## src/rtl/datapath.sv

```systemverilog
// datapath -- multicycle MIPS32 subset core with a single unified memory port.
//
// Instructions live in bytes 0x00-0x7C and data in 0x80-0xFC of the same
// memory. Only one memory access happens per cycle. Each instruction moves
// through a sequence of states, so it takes several clocks.
//
// Ports:
//   clk          sole clock; all state changes on its rising edge
//   reset        synchronous, active-low; forces PC/state/all registers to 0
//   memdata      read data from memory (combinational function of memadd)
//   memadd       byte address to memory (PC, or ALUOut in MEMRD/MEMWR)
//   outdata      store data to memory (always the B register)
//   writeDataEN  memory write strobe, high only in MEMWR
//   stopf        halt flag, high while the core sits in HALT

module datapath (
   input  logic        clk,
   input  logic        reset,
   input  logic [31:0] memdata,
   output logic [31:0] memadd,
   output logic [31:0] outdata,
   output logic        writeDataEN,
   output logic        stopf
);

   typedef enum logic [3:0] {
      FETCH,
      DECODE,
      MEMADR,
      MEMRD,
      MEMWB,
      MEMWR,
      REXE,
      RWB,
      BEQEX,
      ADDIEX,
      ADDIWB,
      JEX,
      HALT
   } state_t;

   localparam logic [5:0] OP_RTYPE = 6'h00;
   localparam logic [5:0] OP_LW    = 6'h23;
   localparam logic [5:0] OP_SW    = 6'h2B;
   localparam logic [5:0] OP_BEQ   = 6'h04;
   localparam logic [5:0] OP_ADDI  = 6'h08;
   localparam logic [5:0] OP_J     = 6'h02;
   localparam logic [5:0] OP_HALT  = 6'h3F;

   localparam logic [5:0] FN_ADD = 6'h20;
   localparam logic [5:0] FN_SUB = 6'h22;
   localparam logic [5:0] FN_AND = 6'h24;
   localparam logic [5:0] FN_OR  = 6'h25;
   localparam logic [5:0] FN_SLT = 6'h2A;

   state_t      state_q, state_d;
   logic [31:0] pc_q,    pc_d;
   logic [31:0] ir_q,    ir_d;
   logic [31:0] a_q,     a_d;
   logic [31:0] b_q,     b_d;
   logic [31:0] alu_q,   alu_d;
   logic [31:0] mdr_q,   mdr_d;
   logic [31:0] rf_q [32];

   logic        rf_we;
   logic [4:0]  rf_waddr;
   logic [31:0] rf_wdata;

   logic [31:0] memadd_c;
   logic        wen_c;
   logic        stop_c;

   // Instruction fields
   logic [5:0]  opcode;
   logic [4:0]  rs, rt, rd;
   logic [5:0]  funct;
   logic [31:0] simm;
   logic        funct_ok;
   logic [31:0] rs_val, rt_val;
   logic [31:0] rtype_res;

   assign opcode = ir_q[31:26];
   assign rs     = ir_q[25:21];
   assign rt     = ir_q[20:16];
   assign rd     = ir_q[15:11];
   assign funct  = ir_q[5:0];
   assign simm   = {{16{ir_q[15]}}, ir_q[15:0]};

   assign funct_ok = (funct == FN_ADD) || (funct == FN_SUB) || (funct == FN_AND) ||
                     (funct == FN_OR)  || (funct == FN_SLT);

   // $0 is never written, but the read is forced to zero anyway so the
   // zero register does not depend on write-port gating alone.
   assign rs_val = (rs == 5'd0) ? '0 : rf_q[rs];
   assign rt_val = (rt == 5'd0) ? '0 : rf_q[rt];

   always_comb begin
      rtype_res = '0;
      case (funct)
         FN_ADD:  rtype_res = a_q + b_q;
         FN_SUB:  rtype_res = a_q - b_q;
         FN_AND:  rtype_res = a_q & b_q;
         FN_OR:   rtype_res = a_q | b_q;
         FN_SLT:  rtype_res = {31'd0, ($signed(a_q) < $signed(b_q))};
         default: rtype_res = '0;
      endcase
   end

   // Next-state and output logic
   always_comb begin
      state_d  = state_q;
      pc_d     = pc_q;
      ir_d     = ir_q;
      a_d      = a_q;
      b_d      = b_q;
      alu_d    = alu_q;
      mdr_d    = mdr_q;
      rf_we    = 1'b0;
      rf_waddr = rd;
      rf_wdata = alu_q;
      memadd_c = pc_q;
      wen_c    = 1'b0;
      stop_c   = 1'b0;

      case (state_q)
         FETCH: begin
            ir_d    = memdata;
            pc_d    = pc_q + 32'd4;
            state_d = DECODE;
         end

         DECODE: begin
            a_d   = rs_val;
            b_d   = rt_val;
            // Branch target computed speculatively; BEQEX only commits it.
            alu_d = pc_q + (simm << 2);
            case (opcode)
               OP_RTYPE: state_d = funct_ok ? REXE : FETCH;
               OP_LW,
               OP_SW:    state_d = MEMADR;
               OP_BEQ:   state_d = BEQEX;
               OP_ADDI:  state_d = ADDIEX;
               OP_J:     state_d = JEX;
               OP_HALT:  state_d = HALT;
               default:  state_d = FETCH;
            endcase
         end

         MEMADR: begin
            alu_d   = a_q + simm;
            state_d = (opcode == OP_LW) ? MEMRD : MEMWR;
         end

         MEMRD: begin
            memadd_c = alu_q;
            mdr_d    = memdata;
            state_d  = MEMWB;
         end

         MEMWB: begin
            rf_we    = 1'b1;
            rf_waddr = rt;
            rf_wdata = mdr_q;
            state_d  = FETCH;
         end

         MEMWR: begin
            memadd_c = alu_q;
            wen_c    = 1'b1;
            state_d  = FETCH;
         end

         REXE: begin
            alu_d   = rtype_res;
            state_d = RWB;
         end

         RWB: begin
            rf_we    = 1'b1;
            rf_waddr = rd;
            rf_wdata = alu_q;
            state_d  = FETCH;
         end

         BEQEX: begin
            if (a_q == b_q) pc_d = alu_q;
            state_d = FETCH;
         end

         ADDIEX: begin
            alu_d   = a_q + simm;
            state_d = ADDIWB;
         end

         ADDIWB: begin
            rf_we    = 1'b1;
            rf_waddr = rt;
            rf_wdata = alu_q;
            state_d  = FETCH;
         end

         JEX: begin
            pc_d    = {pc_q[31:28], ir_q[25:0], 2'b00};
            state_d = FETCH;
         end

         HALT: begin
            stop_c  = 1'b1;
            state_d = HALT;
         end

         default: state_d = FETCH;
      endcase
   end

   // Reset is sampled on the clock, but outputs are also masked while it is
   // low so the memory sees address 0 and no strobe during the whole reset.
   assign memadd      = reset ? memadd_c : '0;
   assign writeDataEN = reset & wen_c;
   assign stopf       = reset & stop_c;
   assign outdata     = b_q;

   always_ff @(posedge clk) begin
      if (!reset) begin
         state_q <= FETCH;
         pc_q    <= '0;
         ir_q    <= '0;
         a_q     <= '0;
         b_q     <= '0;
         alu_q   <= '0;
         mdr_q   <= '0;
         for (int unsigned i = 0; i < 32; i++) begin
            rf_q[i] <= '0;
         end
      end else begin
         state_q <= state_d;
         pc_q    <= pc_d;
         ir_q    <= ir_d;
         a_q     <= a_d;
         b_q     <= b_d;
         alu_q   <= alu_d;
         mdr_q   <= mdr_d;
         if (rf_we && (rf_waddr != 5'd0)) begin
            rf_q[rf_waddr] <= rf_wdata;
         end
      end
   end

endmodule

```

## config.mk

```make
export PLATFORM = sky130hd
export DESIGN_NAME = datapath
export DESIGN_NICKNAME = d
export VERILOG_FILES = /design/src/rtl/datapath.sv
export SDC_FILE = /design/constraint.sdc
export NUM_CORES = 2
export LEC_CHECK = 0
export BUFFER_PORTS_ARGS = -buffer_cell sky130_fd_sc_hd__buf_2
export CELL_PAD_IN_SITES_DETAIL_PLACEMENT = 1
export CELL_PAD_IN_SITES_GLOBAL_PLACEMENT = 1
export CORE_MARGIN = 2
export CORE_UTILIZATION = 35
export DETAILED_ROUTE_END_ITERATION = 12
export PLACE_DENSITY_LB_ADDON = 0.1
export SLEW_MARGIN = 20
export SYNTH_ARGS = -nofsm -noshare
export SYNTH_HDL_FRONTEND = slang
export SYNTH_SLANG_ARGS = --single-unit
export TNS_END_PERCENT = 5
```

## constraint.sdc

```tcl
create_clock -name clk -period 6.7 [get_ports clk]
set_input_delay 0.335 -clock clk [delete_from_list [all_inputs] [get_ports clk]]
set_output_delay 0.335 -clock clk [all_outputs]
set_load 0.005 [all_outputs]
```

==> impl_summary.txt <==
----------------------------------------------------
[Pwr]
  Sequential share of power ... 0.392
  Combinational group share of total power ... 0.261
  Cell Pwr Density ... ~300 nW/um2
  Net Sw Power ... 8130 uW
  Internal cell power ... 15500 uW
  Clock power frac ... 0.347
  Switching power as a share of total power ... 0.344
  Reported leakage power ... 0.0259 uW
  Maximum ir drop on the vdd rail ... 0.220 mV

[Logic synthesis]
  Leading area contributor after synthesis ... sky130_fd_sc_hd__edfxtp_1
  Average instance area after synthesis ... 12.2 um2
  Post-synthesis cell area ... about 69000 um2
  Flip-flop and latch count after synthesis ... 1230
  Area share of the largest cell type after synthesis ... 0.445
  Count of different cell masters after synthesis ... between 80 and 90
  Yosys warning total ... 0
  Number of enable flip-flop cells after synthesis ... 1024
  Top cells by area, synth ... sky130_fd_sc_hd__edfxtp_1 (45%), sky130_fd_sc_hd__mux4_2 (21%), sky130_fd_sc_hd__nor2_1 (7.1%)
  Cells after synthesis ... 5686
  Most used standard cells in the synthesized netlist ... sky130_fd_sc_hd__nor2_1 (1303), sky130_fd_sc_hd__edfxtp_1 (1024), sky130_fd_sc_hd__mux4_2 (640), sky130_fd_sc_hd__nand2_1 (408), sky130_fd_sc_hd__clkbuf_1 (379)
  Post-synth ARST share ... 0
  Cell with the most instances after synthesis ... sky130_fd_sc_hd__nor2_1
  Post-synthesis sequential area ratio ... 0.505
  Leading register cell type out of synthesis ... sky130_fd_sc_hd__edfxtp_1

[Flow run]
  Max Cap Viol ... 0

[STA]
  Worst-Margin Slew ... 1.19 ns
  Smallest hold slack ... 0.313 ns
  Final worst path period need ... 5.30 ns
  Final hold violation count ... 0
  Final slew viol count ... 0
  Peak clock frequency supported by timing ... 0.189 GHz
  Setup total negative slack ... 0 ns
  Clock tree skew after final layout ... about 0.043 ns
  Setup repair after global routing missed its margin ... false
  Slew HR ... 0.202
  Setup ws final ... about 1.4 ns
  Share of the cycle needed by the critical path after routing ... 0.791
  # setup viols final ... 0

[Die]
  DIE AREA ... 201000 um2
  DIE HEIGHT ... 448 um
  Die boundary width ... 448 um
  Cell Rows ... 163
  Core area ... 197000 um2
  Initial cell density of the core ... 0.351
  Number of primary I/O pins ... 100

[CTS]
  CTS HTree Levels ... 4
  Total CTS buffers ... 150
  Number of sinks driven by the clock tree ... 1230
  CTS tree ... built
  CTS clock-pin slew for the worst setup and hold paths ... 0.05 ns
  Buffer cell driving the clock tree root ... sky130_fd_sc_hd__clkbuf_16
  Clock latency on the worst-skew pair ... 0.82 ns
  Deepest clock path buffer count ... 3
  Count of hold buffers inserted by post-cts repair ... 32
  Post-CTS setup-driven buffer insertion count ... 0
  Resized Gates After CTS ... 0

[Layout]
  Fraction of the core area covered by cells at the end of the flow ... 0.397
  Non-Filler Instances ... 8403
  Net count, final ... 5847
  Fraction of layout cells with a size suffix above 1 ... 0.217
  Layout area overhead ... 13.1%

[Route]
  Vias post-DR ... 50.2k
  First-iteration detailed-routing DRC count ... ~4.9k
  Remaining routing DRC violations ... 0
  Total iterations of the first detailed-routing run ... 8
  Routed length per placed instance ... 33.5 um
  Via count normalized by instance count ... 5.98
  Antenna-violating nets left ... 0
  Routed Wire Length ... 282000 um

[Placed design]
  Worst setup slack before clock tree synthesis ... 1.52 ns
  Count of input and output buffers ... 99
  Post-placement cell count ... slightly above 8k
  GP Congestion ... 0.893
  Post-DP HPWL ... 195000 um

[Setup path]
  Type of the setup path with the least slack ... reg -> reg
  CP Launch Type ... flip-flop
  Critical path required time ... just over 7 ns
  Kind of capture point of the worst setup path ... flip-flop
  Arrival time worst endpoint ... between 5 and 6 ns
  Crit Path Max Fanout ... 33
  Register-to-register setup slack ... approximately 1.4 ns

[Run status]
  Run status ... finished, final reports clean

[Global routing]
  Aggregate global routing overflow ... 0
  Combined global-route utilization of all metal layers ... 0.278
  Vias in the first global route ... 51.0k
  First-pass GRT wire length ... slightly below 400000 um
  Largest net degree at the start of global routing ... 106
  Number of antenna violations at the first check in global routing ... 13

[Worst hold path]
  Tightest Hold Check Type ... in -> reg

----------------------------------------------------
-- layout make-up --
type / instances / area [um2]
timing repair buffer: 270 / 2060
clock buffer: 196 / 4100
inverter: 118 / 450
multi-input combinational: 3868 / 32500
tap: 2640 / 3300
antenna: 3 / 7.51
sequential: 1230 / 34900
fill: 20700 / 119000
clock inverter: 78 / 751
-- worst max-delay path, cell delays in order, from the launching register on --
cell                       delay [ns]
sky130_fd_sc_hd__dfxtp_1         0.71
sky130_fd_sc_hd__nand2b_1        0.30
sky130_fd_sc_hd__nor2_1          0.06
sky130_fd_sc_hd__a21oi_1         0.73
sky130_fd_sc_hd__nor2_2          0.31
sky130_fd_sc_hd__or3b_2          0.54
sky130_fd_sc_hd__a21oi_2         0.64
sky130_fd_sc_hd__nand2_2         0.65
sky130_fd_sc_hd__nand2_2         0.90
-- kinds of logic after synthesis --
group | share of synthesized area
AND/OR/NAND/NOR | 0.118
flip-flops | 0.505
AO/OA/AOI/OAI | 0.0764
multiplexers | 0.225
buffers and inverters | 0.0353
adder cells (fa/ha/maj) | 0.0321
XOR/XNOR | 0.00849
other | 0.0000543
-- flip-flops by register name (all words and copies together), names as in the netlist, named ones only --
register	flops
state_q	4
pc_q	32
mdr_q	32
alu_q	32
rf_q	1024
a_q	32
outdata	32
ir_q	32
-- worst paths after layout --
path                               start                         end  cells past startpoint
setup / recovery   state_q[3]$_SDFF_PN0_  rf_q[21][10]$_SDFFCE_PN0P_                      8
hold reg to reg   mdr_q[25]$_SDFFE_PN0P_      mdr_q[25]$_SDFFE_PN0P_                      2
setup reg to reg   state_q[3]$_SDFF_PN0_  rf_q[21][10]$_SDFFCE_PN0P_                      8
hold / removal               memdata[26]       ir_q[26]$_SDFFE_PN0P_                      4
-- layer usage --
layer  wire (um)  part of all wire  GRT usage
met5          84           0.00030          0
met4        9980             0.035     0.0939
met3       16200             0.058     0.0357
met2      138000              0.49      0.470
met1      117000              0.42      0.368
-- placed cells by master, fill, tap and decap left out, types with 17 or more instances in the layout --
cell type,count
sky130_fd_sc_hd__nor2_1,1301
sky130_fd_sc_hd__a31oi_1,29
sky130_fd_sc_hd__nor3_1,35
sky130_fd_sc_hd__buf_2,98
sky130_fd_sc_hd__o211ai_1,17
sky130_fd_sc_hd__nor4_1,21
sky130_fd_sc_hd__and3_1,32
sky130_fd_sc_hd__clkbuf_16,156
sky130_fd_sc_hd__nand2_2,57
sky130_fd_sc_hd__xor2_1,24
sky130_fd_sc_hd__nand4_1,20
sky130_fd_sc_hd__inv_1,117
sky130_fd_sc_hd__a21oi_1,331
sky130_fd_sc_hd__a21o_1,35
sky130_fd_sc_hd__nand2_1,345
sky130_fd_sc_hd__xnor2_1,43
sky130_fd_sc_hd__mux4_2,640
sky130_fd_sc_hd__clkinv_1,28
sky130_fd_sc_hd__or3_1,23
sky130_fd_sc_hd__mux2i_4,32
sky130_fd_sc_hd__nand2b_1,20
sky130_fd_sc_hd__conb_1,32
sky130_fd_sc_hd__mux2i_1,76
sky130_fd_sc_hd__clkinv_2,22
sky130_fd_sc_hd__dfxtp_1,194
sky130_fd_sc_hd__buf_4,125
sky130_fd_sc_hd__and2_1,17
sky130_fd_sc_hd__dlygate4sd3_1,32
sky130_fd_sc_hd__o21ai_0,178
sky130_fd_sc_hd__clkbuf_1,35
sky130_fd_sc_hd__a211oi_1,33
sky130_fd_sc_hd__a22oi_1,23
sky130_fd_sc_hd__edfxtp_1,1024
sky130_fd_sc_hd__nand3_1,51
sky130_fd_sc_hd__ha_1,171
sky130_fd_sc_hd__o21bai_1,19
-- per-stage QoR --
stage	cell area, um2	total power (uW)
6_report	78100	23600
5_1_grt	78100	24400
4_1_cts	78100	23700
3_5_place_dp	72900	15500
3_3_place_gp	72900	15500
2_1_floorplan	69200	12800
-- power groups by stage --
| stage | sequential, uW | clock [uW] | combinational, uW |
|---|---|---|---|
| floorplan | 8980 | 0 | 3790 |
| global placement | 9400 | 0 | 6060 |
| detailed placement | 9420 | 0 | 6100 |
| CTS | 9260 | 8340 | 6130 |
| global route | 9300 | 8610 | 6460 |
| finish | 9260 | 8200 | 6170 |
(Power assumes the default switching activity.)
